--- src/rtl/uart_cmd_parser_pkg.sv ---
// Shared types and constants for the UART command parser slice.
package uniboard_pkg;

   localparam logic [7:0] SYNC_BYTE_DEF = 8'hA5;
   localparam logic [7:0] ACK_BYTE      = 8'h06;
   localparam logic [7:0] NAK_BYTE      = 8'h15;

   typedef enum logic [1:0] {IDLE, ADDR, DATA, CSUM} parser_state_t;
   typedef enum logic [1:0] {R_IDLE, R_WAIT, R_SEND} reply_state_t;

   // Packet checksum: 8-bit add, carry discarded.
   function automatic logic [7:0] csum8(input logic [7:0] a, input logic [7:0] b);
      return a + b;
   endfunction

   // Increment that sticks at 8'hFF.
   function automatic logic [7:0] sat_inc8(input logic [7:0] v);
      return (v == 8'hFF) ? v : v + 8'd1;
   endfunction

endpackage

--- src/rtl/uart_reply_sender.sv ---
// ACK/NAK reply sender: one pending-byte slot plus the transmitter handshake.
// Only instantiated when UART_CMD_REPLY_EN is defined.
module uart_reply_sender
   import uniboard_pkg::*;
(
   input  logic       clk,
   input  logic       reset_n,
   input  logic       reply_valid_i,
   input  logic [7:0] reply_byte_i,
   input  logic       tx_busy_i,
   output logic [7:0] tx_data_o,
   output logic       tx_send_o
);

   reply_state_t state_q, state_d;
   logic         pend_q, pend_d;
   logic [7:0]   pbyte_q, pbyte_d;
   logic [7:0]   txd_q, txd_d;

   // State, pending slot and held transmit byte.
   always_ff @(posedge clk or negedge reset_n) begin
      if (!reset_n) begin
         state_q <= R_IDLE;
         pend_q  <= 1'b0;
         pbyte_q <= '0;
         txd_q   <= '0;
      end else begin
         state_q <= state_d;
         pend_q  <= pend_d;
         pbyte_q <= pbyte_d;
         txd_q   <= txd_d;
      end
   end

   // Pending byte is overwritten by every new reply until it is copied into
   // the transmit register on entry to R_SEND; a reply arriving in that same
   // cycle is the one that gets sent.
   always_comb begin
      state_d = state_q;
      pend_d  = pend_q;
      pbyte_d = pbyte_q;
      txd_d   = txd_q;
      if (reply_valid_i) begin
         pend_d  = 1'b1;
         pbyte_d = reply_byte_i;
      end
      case (state_q)
         R_IDLE: if (pend_d) state_d = R_WAIT;
         R_WAIT: begin
            if (!tx_busy_i) begin
               state_d = R_SEND;
               txd_d   = pbyte_d;
               pend_d  = 1'b0;
            end
         end
         R_SEND: if (tx_busy_i) state_d = R_IDLE;
         default: state_d = R_IDLE;
      endcase
   end

   assign tx_send_o = (state_q == R_SEND);
   assign tx_data_o = txd_q;

endmodule

--- src/rtl/uart_cmd_parser.sv ---
// UART command packet parser: frames [SYNC, addr, data, csum], issues a
// register write strobe on a good checksum and counts checksum/timeout errors.
// Define UART_CMD_REPLY_EN to enable the ACK/NAK reply path to the transmitter.
module uart_cmd_parser
   import uniboard_pkg::*;
#(
   parameter int unsigned TIMEOUT_CYCLES = 62500,
   parameter logic [7:0]  SYNC_BYTE      = SYNC_BYTE_DEF
) (
   input  logic       clk,
   input  logic       reset_n,
   input  logic [7:0] rx_data,
   input  logic       rx_drdy,
   output logic [7:0] reg_addr,
   output logic [7:0] reg_data,
   output logic       reg_we,
   output logic [7:0] tx_data,
   output logic       tx_send,
   input  logic       tx_busy,
   output logic [7:0] err_count
);

   localparam int unsigned TW = (TIMEOUT_CYCLES > 2) ? $clog2(TIMEOUT_CYCLES) : 1;
   localparam logic [TW-1:0] TMO_LAST = TW'(TIMEOUT_CYCLES - 1);

   parser_state_t state_q, state_d;
   logic          drdy_q;
   logic          byte_ev;
   logic [7:0]    addr_q, addr_d;
   logic [7:0]    data_q, data_d;
   logic [TW-1:0] tmo_q, tmo_d;
   logic [7:0]    reg_addr_q, reg_addr_d;
   logic [7:0]    reg_data_q, reg_data_d;
   logic          reg_we_q, reg_we_d;
   logic [7:0]    err_q, err_d;
   logic          reply_valid;
   logic [7:0]    reply_byte;

   assign byte_ev = rx_drdy & ~drdy_q;

   // Parser registers and drdy edge detector.
   always_ff @(posedge clk or negedge reset_n) begin
      if (!reset_n) begin
         state_q    <= IDLE;
         drdy_q     <= 1'b0;
         addr_q     <= '0;
         data_q     <= '0;
         tmo_q      <= '0;
         reg_addr_q <= '0;
         reg_data_q <= '0;
         reg_we_q   <= 1'b0;
         err_q      <= '0;
      end else begin
         state_q    <= state_d;
         drdy_q     <= rx_drdy;
         addr_q     <= addr_d;
         data_q     <= data_d;
         tmo_q      <= tmo_d;
         reg_addr_q <= reg_addr_d;
         reg_data_q <= reg_data_d;
         reg_we_q   <= reg_we_d;
         err_q      <= err_d;
      end
   end

   // Packet framing, checksum and inter-byte timeout; a byte event takes
   // priority over a timeout landing in the same cycle.
   always_comb begin
      state_d     = state_q;
      addr_d      = addr_q;
      data_d      = data_q;
      tmo_d       = tmo_q;
      reg_addr_d  = reg_addr_q;
      reg_data_d  = reg_data_q;
      reg_we_d    = 1'b0;
      err_d       = err_q;
      reply_valid = 1'b0;
      reply_byte  = ACK_BYTE;
      if (byte_ev) begin
         tmo_d = '0;
         case (state_q)
            IDLE: if (rx_data == SYNC_BYTE) state_d = ADDR;
            ADDR: begin
               addr_d  = rx_data;
               state_d = DATA;
            end
            DATA: begin
               data_d  = rx_data;
               state_d = CSUM;
            end
            CSUM: begin
               state_d     = IDLE;
               reply_valid = 1'b1;
               if (rx_data == csum8(addr_q, data_q)) begin
                  reg_addr_d = addr_q;
                  reg_data_d = data_q;
                  reg_we_d   = 1'b1;
                  reply_byte = ACK_BYTE;
               end else begin
                  err_d      = sat_inc8(err_q);
                  reply_byte = NAK_BYTE;
               end
            end
            default: state_d = IDLE;
         endcase
      end else if (state_q != IDLE) begin
         if (tmo_q == TMO_LAST) begin
            state_d = IDLE;
            tmo_d   = '0;
            err_d   = sat_inc8(err_q);
         end else begin
            tmo_d = tmo_q + 1'b1;
         end
      end
   end

   assign reg_addr  = reg_addr_q;
   assign reg_data  = reg_data_q;
   assign reg_we    = reg_we_q;
   assign err_count = err_q;

`ifdef UART_CMD_REPLY_EN
   uart_reply_sender u_reply (
      .clk           (clk),
      .reset_n       (reset_n),
      .reply_valid_i (reply_valid),
      .reply_byte_i  (reply_byte),
      .tx_busy_i     (tx_busy),
      .tx_data_o     (tx_data),
      .tx_send_o     (tx_send)
   );
`else
   logic unused_reply;
   assign unused_reply = ^{reply_valid, reply_byte, tx_busy};
   assign tx_send      = 1'b0;
   assign tx_data      = '0;
`endif

endmodule
--- config.mk ---
export PLATFORM = sky130hd
export DESIGN_NAME = uart_cmd_parser
export DESIGN_NICKNAME = d
export VERILOG_FILES = /design/src/rtl/uart_cmd_parser_pkg.sv /design/src/rtl/uart_reply_sender.sv /design/src/rtl/uart_cmd_parser.sv
export SDC_FILE = /design/constraint.sdc
export NUM_CORES = 1
export LEC_CHECK = 0
export ABC_AREA = 1
export BUFFER_PORTS_ARGS = -buffer_cell sky130_fd_sc_hd__buf_2
export CORE_UTILIZATION = 50
export CTS_CLUSTER_DIAMETER = 100
export DETAILED_ROUTE_END_ITERATION = 8
export HOLD_SLACK_MARGIN = 0.15
export PLACE_DENSITY_LB_ADDON = 0.15
export SLEW_MARGIN = 15
export SYNTH_ARGS = -nofsm -noshare
export SYNTH_HDL_FRONTEND = slang
export SYNTH_HIERARCHICAL = 1
export SYNTH_SLANG_ARGS = --single-unit
--- constraint.sdc ---
create_clock -name clk -period 2.05 [get_ports clk]
set_clock_uncertainty 0.15 [all_clocks]
set_input_delay 0.205 -clock clk [delete_from_list [all_inputs] [get_ports clk]]
set_output_delay 0.205 -clock clk [all_outputs]
set_load 0.005 [all_outputs]
==> summary.txt, run 1 <==
Dpl cells - 627
Worst-Margin Slew - 0.623 ns
RSZ-0062 raised after global routing - yes
DPL Wire Length - 5.98 mm
EDFF count, synth - 0
Total Wirelength - 8.07 mm
Via-to-Cell Ratio - 4.84
Clock Tree Buf Depth - 2
Final Cycle Share - 1.11
Pre-antenna DRT Iters - 4
CTS Buf Count - 9
Setup violations, final - 25
Total of warnings raised by yosys - 6
Most common cell after layout, fill and taps aside - nand2_1
DR WL/cell - 12.1 µm
Placeable core area - 6910 µm²
Gr ovfl total - 0
CTS tree - done
Max incr delay on CP - 0.39 ns
Final Hold Viols - 0
XOR/XNOR Fraction of Synth Area - 0.0336
Root Driver - clkbuf_8
Post-Syn Instances - 475
CP max-delay cell - dfrtp_1
Setup TNS - -5.28 ns
CP Launch Type - flop
Antenna violations before repair - 0
Full die area - 7650 µm²
Pins Over Slew Limit - 0
Synth Area in Compound Gates - 0.0637
MaxCap Viol Count - 0
FP Rows - 30
Synthesized flop and latch total - 60
Die width - 87.5 µm
Most frequent cells in the layout - 122 x nand2_1, 85 x inv_1, 60 x dfrtp_1
Routed Antenna Nets - 0
Worst-path clk slew - 0.07 ns
Vert. Die Dim - 87.5 µm
Final WS setup - -0.231 ns
First-pass GRT wire length - 13.5 mm
CP Capture Type - flop
Yosys cell types - 39
Layout Utilization - 0.657
Fin cells - 666
Failing checks - setup timing
Drc violations - 0
Final net count - 594
Tot GR Track Use - 0.233
Simple-gate share of the synthesized area - 0.307
Worst hold-check path type - input port to asynchronous set/reset pin
Initial Util - 0.529
Clk Latency, worst-skew pair - 0.34 ns
Total I/O pin count - 46
Max-slew headroom - 0.585
CP max FO - 8
CP cell instances - ha_2, fa_2, nand2_2, buf_4, nand2_1, nand2_1, nand4_1, nor2_4, buf_4, nand4_1, nand2_1, inv_1
Worst setup path class - flop to flop
Pwr Density - 534 nW/µm²
Minimum clock period - 2.28 ns
Antenna Cells - 0
Outcome - complete, but fails checks
Area growth syn-to-layout - 24.4%
Async SR Flop Fraction - 1.00
IO buf count - 35
Post-Synth Adder-Cell Area - 0.0535
Top_reg_cell synth - dfrtp_1
Layout cell share with drive strength beyond 1 - 0.223
GPL Wtd Cong - 0.813
LEAKAGE - 2.35 nW
Critical path arrival - 2.36 ns
Main combinational cell family by area after synthesis - simple AND/OR/NAND/NOR gates
Mean post-synth cell area - 7.69 µm²
Mux cell area share after synthesis - 0.00274
Cell area after synthesis - 3650 µm²
Clock sink count - 60
H-tree levels - 3
Peak supply drop - 349 µV
Vias - 3222
Largest net degree at the start of global routing - 26
CP most frequent cell - nand2_1
DRT iter0 DRCs - 176
Worst EP required - 2.13 ns
Post-synthesis sequential area ratio - 0.411
Achievable Freq - 0.438 GHz
Vias in the first global route - 2928
-- Yosys cell counts (3+ instances only) --
cell type | count | share of area
nand2_1 | 126 | 0.13
inv_1 | 87 | 0.089
dfrtp_1 | 60 | 0.41
nand4_1 | 38 | 0.065
o21ai_0 | 27 | 0.037
nor2_1 | 22 | 0.023
nand3_1 | 15 | 0.021
ha_1 | 14 | 0.048
buf_4 | 11 | 0.023
xor2_1 | 11 | 0.026
nor3_1 | 7 | 0.0096
a21oi_1 | 6 | 0.0082
clkbuf_1 | 5 | 0.0051
nand2_2 | 5 | 0.0086
inv_2 | 3 | 0.0031
nand3_2 | 3 | 0.0082
o22ai_1 | 3 | 0.0051
xnor2_1 | 3 | 0.0072
-- flip-flops by register name (all words and copies together) (netlist names) --
| name | cells |
|---|---|
| reg_addr | 8 |
| reg_we | 1 |
| data_q | 8 |
| err_count | 8 |
| state_q | 2 |
| tmo_q | 16 |
| addr_q | 8 |
| reg_data | 8 |
| drdy_q | 1 |
-- cell families (layout without fill, tap and decap cells) --
group | Yosys count | in the layout
buffers and inverters | 110 | 195
XOR/XNOR | 14 | 14
multiplexers | 1 | 1
adder cells (fa/ha/maj) | 15 | 15
other | 1 | 9
AO/OA/AOI/OAI | 42 | 42
flip-flops | 60 | 60
AND/OR/NAND/NOR | 232 | 234
-- final timing paths --
check | from | end | slack (ns) | cells past startpoint
max in group asynchronous | reset_n | data_q[0] | 0.87 | 3
worst max register to register | data_q[0] | reg_addr[3] | -0.23 | 12
worst min register to register | tmo_q[0] | tmo_q[0] | 0.37 | 1
worst min-delay path | reset_n | addr_q[4] | 0.27 | 2
worst max-delay path | data_q[0] | reg_addr[3] | -0.23 | 12
min in group clk | tmo_q[0] | tmo_q[0] | 0.37 | 1
-- final cells by class --
type / instances / area, µm²
tap: 96 / 120
sequential: 60 / 1500
inverter: 92 / 345
clock inverter: 2 / 12.5
timing repair buffer: 89 / 633
clock buffer: 12 / 145
multi-input combinational: 315 / 1780
fill: 656 / 2370
-- metal layers --
layer | wire length, µm | vias up | GRT usage
li1 | - | 1692 | -
met1 | 4220 | 1454 | 0.349
met2 | 3390 | 66 | 0.332
met3 | 349 | 10 | 0.0408
met4 | 111 | 0 | 0.0879
met5 | 0 | - | 0
-- stage by stage --
stage | area (µm²) | worst slack, ns | hold WS (ns) | power [mW]
after detailed placement | 4120 | -0.320 | 0.112 | 1.52
after global routing | 4540 | -0.384 | 0.329 | 2.55
after global placement | 4120 | -0.259 | 0.108 | 1.51
after CTS | 4450 | -0.231 | 0.290 | 2.44
final | 4540 | -0.231 | 0.268 | 2.42
after floorplan | 3710 | -0.157 | -0.241 | 1.42
-- power breakdown --
group	leakage (nW)	internal [mW]	switching, mW
registers	0.747	1.22	0.0456
logic	1.52	0.112	0.149
clock network	0.0783	0.457	0.442
total	2.35	1.79	0.636
-- worst max-delay path: cells and delay by family (launching register included) --
| kind | cells | cell delay (ns) |
|---|---|---|
| buf+inv | 3 | 0.33 |
| flops | 1 | 0.39 |
| fa+ha+maj | 2 | 0.55 |
| simple gates | 7 | 0.75 |
-- timing repair --
item	in CTS	in global routing
hold endpoints to repair	40	0
buffers inserted	4	9
gates cloned	2	0
resized for setup	4	9
pin swaps	6	4
endpoints found under the setup margin	25	31
hold buffers	10	0
(Power assumes the default switching activity.)
==> inputs of run 2 (changes only) <==
Settings changed: PLACE_DENSITY set to 0.74, PLACE_DENSITY_LB_ADDON 0.15 to not set.
==> summary.txt, run 2 (same netlist as run 1, synthesis figures left out) <==
Minimum clock period - 2.39 ns
Dpl cells - 625
CP Capture Type - flop
Worst hold-check path type - input port to asynchronous set/reset pin
Final Cycle Share - 1.17
Critical path arrival - 2.52 ns
Peak supply drop - 324 µV
Most common cell after layout, fill and taps aside - nand2_1
Worst-path clk slew - 0.07 ns
Antenna violations before repair - 0
CP startpoint - data_q[0]
Final net count - 596
Failing checks - setup timing
Power Total - 2.62 mW
Fin cells - 670
MaxCap Viol Count - 0
Gr ovfl total - 0
RSZ-0062 raised after global routing - yes
Vias - 3301
CTS tree - done
R2R Setup Slk - -0.34 ns
Outcome - complete, but fails checks
Die width - 87.5 µm
DPL Wire Length - 5.60 mm
First-pass GRT wire length - 13.6 mm
Pre-antenna DRT Iters - 5
FP Rows - 30
Via-to-Cell Ratio - 4.93
Total I/O pin count - 46
Total Wirelength - 8.36 mm
Worst slack, placed - -0.330 ns
GPL Wtd Cong - 0.911
IO buf count - 35
Routed Antenna Nets - 0
Setup violations, final - 25
Tot GR Track Use - 0.230
DRT iter0 DRCs - 166
Final Hold Viols - 0
Placeable core area - 6910 µm²
CTS Buf Count - 9
Worst EP required - 2.17 ns
Area growth syn-to-layout - 27.5%
R2r startpoint - data_q[0]
CP Launch Type - flop
Vias in the first global route - 2980
Placed Area - 4130 µm²
Met2 usage - 0.345
Pwr Density - 562 nW/µm²
CP max FO - 8
Clock sink count - 60
Root Driver - clkbuf_8
Final WS setup - -0.342 ns
Biggest register - tmo_q
Vert. Die Dim - 87.5 µm
Worst setup path class - flop to flop
Pins Over Slew Limit - 0
Gr busiest metal - met2
Most frequent cells in the layout - 120 x nand2_1, 86 x inv_1, 60 x dfrtp_1
Layout Utilization - 0.674
Crit path to - reg_data[4]
Initial Util - 0.529
DR WL/cell - 12.5 µm
H-tree levels - 3
Clk Latency, worst-skew pair - 0.34 ns
Met1 usage - 0.331
Drc violations - 0
Reg2reg end - reg_data[4]
Clock Tree Buf Depth - 2
Register-to-Register Path Depth - 13
Full die area - 7650 µm²
Antenna Cells - 0
Number of flip-flops in the largest register - 16
Layout cell share with drive strength beyond 1 - 0.226
Largest net degree at the start of global routing - 61
Post-route cell area - 4660 µm²
LEAKAGE - 2.39 nW
Achievable Freq - 0.418 GHz
GRT met3 Usage - 0.0379
## run 2: changes by cell type in the layout (fill, tap and decap cells not counted), sizes merged
cell | previous run | this run
clkinv | 3 | 2
bufinv | 0 | 1
clkinvlp | 1 | 0
buf | 79 | 80
clkbuf | 12 | 16
## run 2: critical path, stage by stage, from the launching register on
cell and delay, ns:
dfrtp_1 0.37, ha_2 0.21, fa_2 0.45, nand2_1 0.08, nand2_1 0.05, nor2_1 0.12, nand4_1 0.16, nor2_4 0.18
buf_12 0.15, buf_12 0.10, nand3_4 0.10, nand2_1 0.11, nand2_1 0.05, inv_1 0.05
## run 2: where the power goes
group	switching, mW	internal (mW)
registers	0.0456	1.22
logic	0.154	0.118
clock network	0.452	0.631
## run 2: worst min path at each step
stage,start,endpoint,slack (ns),cells past startpoint
finish,reset_n,reg_addr[5],0.26,3
global route,reset_n,reg_addr[5],0.31,3
CTS,reset_n,reg_data[1],0.27,3
detailed placement,reset_n,reg_addr[5],0.09,2
global placement,reset_n,reg_addr[1],0.09,2
floorplan,reset_n,addr_q[0],-0.24,0
## run 2: per-stage QoR
step / setup TNS [ns] / hold slack, ns
floorplan: -2.46 / -0.241
global route: -11.19 / 0.311
global placement: -5.52 / 0.0878
finish: -7.47 / 0.261
detailed placement: -7.22 / 0.0876
CTS: -6.14 / 0.269
## run 2: per-layer routing
layer / wire length, µm / part of all wire
met2: 3790 / 0.45
met5: 0 / 0
met4: 97 / 0.012
met3: 306 / 0.037
met1: 4170 / 0.50
## run 2: timing repair
action	in CTS	in global routing
gates cloned	2	2
hold endpoints to repair	78	0
hold buffers	10	0
endpoints found under the setup margin	25	29
setup buffers	7	8
pin swaps	10	24
gates resized for setup	4	9
## run 2: cell type report
type | instances | area (µm²)
clock inverter | 1 | 30.0
multi-input combinational | 315 | 1790
inverter | 92 | 345
timing repair buffer | 91 | 703
tap | 96 | 120
clock buffer | 15 | 166
fill | 575 | 2250
sequential | 60 | 1500
